## config.mk

```make
export PLATFORM = sky130hd
export DESIGN_NAME = multdiv_issue_ctrl
export DESIGN_NICKNAME = d
export VERILOG_FILES = /design/src/rtl/multdiv_issue_ctrl.sv
export SDC_FILE = /design/constraint.sdc
export NUM_CORES = 1
export LEC_CHECK = 0
export CAP_MARGIN = 40
export CORE_MARGIN = 10
export CORE_UTILIZATION = 38
export CTS_CLUSTER_DIAMETER = 200
export CTS_CLUSTER_SIZE = 14
export DETAILED_ROUTE_END_ITERATION = 10
export PLACE_DENSITY_LB_ADDON = 0.12
export SLEW_MARGIN = 5
export SYNTH_ARGS = -nofsm -noshare
export SYNTH_HDL_FRONTEND = slang
export SYNTH_SLANG_ARGS = --single-unit
```

## constraint.sdc

```tcl
create_clock -name i_clock -period 3.29 [get_ports i_clock]
set_input_delay 0.658 -clock i_clock [delete_from_list [all_inputs] [get_ports i_clock]]
set_output_delay 0.658 -clock i_clock [all_outputs]
set_load 0.005 [all_outputs]
```

## src/rtl/multdiv_issue_ctrl.sv

```systemverilog
// multdiv_issue_ctrl: accepts one MULT/DIV from execute, holds operands and
// ctrl stable for the whole multdiv run, then issues a one-cycle writeback.
// Handles divide-by-zero locally, flush mid-run and a hung-unit timeout.
module multdiv_issue_ctrl #(
    parameter int unsigned TIMEOUT_CYCLES = 40,
    parameter int unsigned CNT_WIDTH      = 6
) (
    input  logic        i_clock,
    input  logic        i_reset,
    input  logic        i_issue_valid,
    output logic        o_issue_ready,
    input  logic        i_issue_is_div,
    input  logic [31:0] i_issue_operandA,
    input  logic [15:0] i_issue_operandB,
    input  logic [4:0]  i_issue_rd,
    input  logic        i_flush,
    output logic        o_busy,
    output logic [31:0] o_md_operandA,
    output logic [15:0] o_md_operandB,
    output logic        o_md_ctrl_MULT,
    output logic        o_md_ctrl_DIV,
    input  logic [31:0] i_md_result,
    input  logic        i_md_exception,
    input  logic        i_md_resultRDY,
    output logic        o_wb_valid,
    output logic [4:0]  o_wb_rd,
    output logic [31:0] o_wb_data,
    output logic        o_wb_exception
);

    typedef enum logic [1:0] {
        S_IDLE = 2'd0,
        S_RUN  = 2'd1,
        S_DONE = 2'd2
    } state_t;

    state_t                 r_state;
    state_t                 w_next;
    logic [31:0]            r_opA;
    logic [15:0]            r_opB;
    logic [4:0]             r_rd;
    logic                   r_is_div;
    logic [CNT_WIDTH-1:0]   r_cnt;
    logic                   r_wb_valid;
    logic [4:0]             r_wb_rd;
    logic [31:0]            r_wb_data;
    logic                   r_wb_exception;

    logic                   w_accept;
    logic                   w_div0;
    logic                   w_cnt_last;
    logic                   w_run_live;
    logic                   w_md_exc_q;

    assign w_accept   = (r_state == S_IDLE) && i_issue_valid;
    assign w_div0     = i_issue_is_div && (i_issue_operandB == '0);
    assign w_cnt_last = (r_cnt == CNT_WIDTH'(TIMEOUT_CYCLES - 1));
    // RUN cycle that is not being flushed; the only window where md_* is sampled
    assign w_run_live = (r_state == S_RUN) && !i_flush;
    // multdiv flags zero products as overflow on MULT, so mask those
    assign w_md_exc_q = r_is_div ? i_md_exception
                                 : (i_md_exception && (r_opA != '0) && (r_opB != '0));

    // State register
    always_ff @(posedge i_clock or posedge i_reset) begin
        if (i_reset) begin
            r_state <= S_IDLE;
        end else begin
            r_state <= w_next;
        end
    end

    // Next-state logic: flush beats resultRDY beats timeout
    always_comb begin
        w_next = r_state;
        unique case (r_state)
            S_IDLE: begin
                if (i_issue_valid) begin
                    w_next = w_div0 ? S_DONE : S_RUN;
                end
            end
            S_RUN: begin
                if (i_flush || i_md_resultRDY || w_cnt_last) begin
                    w_next = S_DONE;
                end
            end
            S_DONE:  w_next = S_IDLE;
            default: w_next = S_IDLE;
        endcase
    end

    // Outputs decoded from state; ctrl drops asynchronously with reset
    always_comb begin
        o_issue_ready  = (r_state == S_IDLE);
        o_busy         = (r_state != S_IDLE);
        o_md_ctrl_MULT = (r_state == S_RUN) && !r_is_div;
        o_md_ctrl_DIV  = (r_state == S_RUN) && r_is_div;
    end

    // Operand/destination latch and RUN-cycle counter
    always_ff @(posedge i_clock or posedge i_reset) begin
        if (i_reset) begin
            r_opA    <= '0;
            r_opB    <= '0;
            r_rd     <= '0;
            r_is_div <= 1'b0;
            r_cnt    <= '0;
        end else if (w_accept) begin
            r_opA    <= i_issue_operandA;
            r_opB    <= i_issue_operandB;
            r_rd     <= i_issue_rd;
            r_is_div <= i_issue_is_div;
            r_cnt    <= '0;
        end else if (r_state == S_RUN) begin
            r_cnt    <= r_cnt + 1'b1;
        end
    end

    // Writeback registers, loaded only on entry to DONE; a flushed DONE
    // leaves them untouched and keeps wb_valid low, which stands in for a kill flag
    always_ff @(posedge i_clock or posedge i_reset) begin
        if (i_reset) begin
            r_wb_valid     <= 1'b0;
            r_wb_rd        <= '0;
            r_wb_data      <= '0;
            r_wb_exception <= 1'b0;
        end else begin
            r_wb_valid <= 1'b0;
            if (w_accept && w_div0) begin
                r_wb_valid     <= 1'b1;
                r_wb_rd        <= i_issue_rd;
                r_wb_data      <= '0;
                r_wb_exception <= 1'b1;
            end else if (w_run_live && i_md_resultRDY) begin
                r_wb_valid     <= 1'b1;
                r_wb_rd        <= r_rd;
                r_wb_data      <= i_md_result;
                r_wb_exception <= w_md_exc_q;
            end else if (w_run_live && w_cnt_last) begin
                r_wb_valid     <= 1'b1;
                r_wb_rd        <= r_rd;
                r_wb_data      <= '0;
                r_wb_exception <= 1'b1;
            end
        end
    end

    assign o_md_operandA  = r_opA;
    assign o_md_operandB  = r_opB;
    assign o_wb_valid     = r_wb_valid;
    assign o_wb_rd        = r_wb_rd;
    assign o_wb_data      = r_wb_data;
    assign o_wb_exception = r_wb_exception;

endmodule

```

==> flow_summary.json <==
{
  "outcome": "finished clean",
  "cp-startpoint": "r_state[0]",
  "antenna_cells_inserted": 0,
  "yosysWarnings": 0,
  "groute.usage.overall": 0.159,
  "timing_hold_violations_final": 0,
  "final_max_slew_viol_count": 0,
  "yosys-top-cells-count": "168 x sky130_fd_sc_hd__nand2_1, 101 x sky130_fd_sc_hd__dfrtp_1, 32 x sky130_fd_sc_hd__a32o_1",
  "cts.reportedPaths.clkPinSlew_ns": 0.09,
  "global_route_congestion_overflow_total": 0,
  "io_buf_count": 182,
  "hp-start": "r_cnt[5]",
  "floorplan.initialDensity": 0.394,
  "power_leakage_nw": 2.84,
  "htreeDepth": 3,
  "clock_skew_ns": 0.0147,
  "ratio_of_cells_with_drive_above_1_in_the_final_layout": 0.0672,
  "cts_sinks": 101,
  "die_w_um": 124,
  "critical_path.startpoint_type": "flip-flop",
  "layout.nets": 668,
  "worst_skew_pair.late_latency_ns": 0.36,
  "worstSetupPathType": "reg -> out",
  "peakVddDrop_mv": 0.378,
  "dp_hpwl_um": 9490,
  "post_synth.cell_area_avg_um2": 10.4,
  "power.density_nw_per_um2": 840,
  "via_count": 3609,
  "synth-edff-count": 0,
  "yosys_top_cell_area_share": 0.613,
  "worst_slack_ns": 0.795,
  "cell_types_with_the_largest_area_share_after_synthesis": "sky130_fd_sc_hd__dfrtp_1 61%, sky130_fd_sc_hd__nand2_1 15%, sky130_fd_sc_hd__a32o_1 7.8%, sky130_fd_sc_hd__nor4_1 2.3%, sky130_fd_sc_hd__mux2_4 1.5%",
  "placeableCoreArea_um2": 10500,
  "die_h_um": 124,
  "grt_pass1_wl_um": 19500,
  "first_global_vias": 3879,
  "post-cts-setup-buffer-count": 0,
  "floorplan.die_area_um2": 15400,
  "slew_at_the_pin_closest_to_its_max_slew_limit_ns": 0.580,
  "path_max_fanout": 7,
  "row_count": 37,
  "yosysUniqueCellTypes": 33,
  "synth_largest_area_cell": "sky130_fd_sc_hd__dfrtp_1",
  "clockBufferDepth": 2,
  "top_level_ports": 183,
  "synthesis.area_um2": 4120,
  "min-delay-path-class": "reg -> reg",
  "ys_seq_elements": 101,
  "initial_drt_pass_iterations": 4,
  "synthMostInstantiatedCell": "sky130_fd_sc_hd__nand2_1",
  "final_layout_setup_total_negative_slack_ns": 0,
  "ys_seq_area_frac": 0.613,
  "final_antenna_net_count": 0,
  "rrSetupSlack_ns": 1.42,
  "clock_buffer_count_from_cts": 9,
  "antenna_found_initial": 0,
  "postSynth.asyncResetShare": 1.00,
  "critical_path.reg2reg.endpoint": "o_wb_rd[0]",
  "fin_crit_ns": 2.49,
  "timing.reg2reg.worst_path_depth": 5,
  "synth_instances": 396,
  "cap_viol_max_count": 0,
  "post_synthesis_net_count": 489,
  "dr.first_iter.drc_count": 250,
  "tritoncts_clock_tree": "built",
  "rr_startpoint": "r_cnt[0]",
  "area_growth_pct": 52.5,
  "avgViaCountPerCell": 5.04,
  "finalSetupViolCount": 0,
  "cts-hold-fix-buffers": 0,
  "timing.critical_path.required_ns": 2.63,
  "clock-root-buffer": "sky130_fd_sc_hd__clkbuf_8",
  "place_worst_setup_slack_ns": 0.765,
  "synth_ff_type": "sky130_fd_sc_hd__dfrtp_1",
  "postCtsResizedCells": 0,
  "maximum_number_of_pins_on_one_net_before_global_route_repair": 57,
  "post-route-drc-count": 0,
  "wl_per_cell_um": 17.5,
  "worstSetupEndpointType": "output pin",
  "place_congestion": 0.785,
  "slew_headroom": 0.613,
  "worst_ep_arrival_time_ns": 1.84,
  "min_period_over_period": 0.758,
  "max_clock_freq_ghz": 0.401,
  "crit_end": "o_md_ctrl_DIV",
  "setup_repair_after_global_routing_missed_its_margin": "no",
  "drt_wl_total_um": 12500
}
## layer usage
metal,global-route usage,share of wire,vias up
li1,-,-,1728
met1,0.189,0.42,1733
met2,0.253,0.44,137
met3,0.0751,0.13,11
met4,0.0453,0.011,0
met5,0,0,-
## kinds of logic (layout without fill, tap and decap cells)
family                     count (synthesis)  count (layout)  share of synthesized area
and+or+nand+nor                          205             205                      0.208
DFF                                      101             101                      0.613
AOI/OAI and AO/OA                         49              49                      0.109
buffers and inverters                     29             213                     0.0340
muxes                                     10              10                     0.0303
adders and majority gates                  1               1                    0.00303
xor gates and xnor gates                   1               1                    0.00212
## worst max-delay path: stages, from the launching register on
cell and delay (ns):
sky130_fd_sc_hd__dfrtp_1 0.47, sky130_fd_sc_hd__nor2b_1 0.19, sky130_fd_sc_hd__buf_4 0.17, sky130_fd_sc_hd__and2_1 0.13, sky130_fd_sc_hd__clkdlybuf4s50_1 0.53
## through the flow
step                cell area, um2  hold WS, ns  instances  utilization  power, mW
global placement              6110        0.457        700        0.584       4.57
global route                  6290        0.536        716        0.601       5.69
detailed placement            6110        0.468        700        0.584       4.62
floorplan                     4130        0.444        396            -       3.07
CTS                           6290        0.489        716        0.601       5.37
finish                        6290        0.489        716        0.601       5.28
## worst min-delay path by stage
| stage | to | cells past startpoint |
|---|---|---|
| 2_1_floorplan | r_cnt[5] | 1 |
| 3_3_place_gp | r_rd[0] | 2 |
| 4_1_cts | r_cnt[5] | 1 |
| 6_report | r_cnt[5] | 1 |
| 3_5_place_dp | r_rd[3] | 2 |
| 5_1_grt | r_cnt[5] | 1 |
## where the power goes
| group | internal, mW | switching (mW) | leakage (nW) |
|---|---|---|---|
| logic | 1.44 | 0.887 | 1.48 |
| clock network | 0.286 | 0.443 | 0.0959 |
| registers | 1.81 | 0.418 | 1.26 |
| total | 3.54 | 1.75 | 2.84 |
## layout make-up
class,instances,area (um2)
fillers,946,4180
repair buffers,192,1910
well taps,136,170
inverters,5,22.5
clock inverters,7,56.3
flip-flops and latches,101,2530
clock buffers,9,124
multi-input cells,266,1480
## cell usage in the layout (no fill, tap or decap), drive strengths merged, types with 2 or more instances in the layout
cell type,synthesis,layout
clkdlybuf4s50,0,182
nand2,168,168
dfrtp,101,101
a32o,32,32
nor4,15,15
buf,10,10
clkbuf,14,9
mux2,8,8
inv,5,7
nor2,5,5
o21ai,5,5
nand4,4,4
clkinv,0,4
o31ai,3,3
o211ai,3,3
nor2b,2,2
a21o,2,2
nand3,2,2
nor3,2,2
mux2i,2,2
nor3b,2,2
## sequential cells by signal, summed over array words and instances, names as in the netlist
register	cells
r_is_div	1
o_md_operandA	32
o_md_operandB	16
o_wb_rd	5
r_rd	5
r_state	2
o_wb_exception	1
r_cnt	6
o_wb_valid	1
o_wb_data	32
Note: power is estimated with default switching activity, not from simulation.
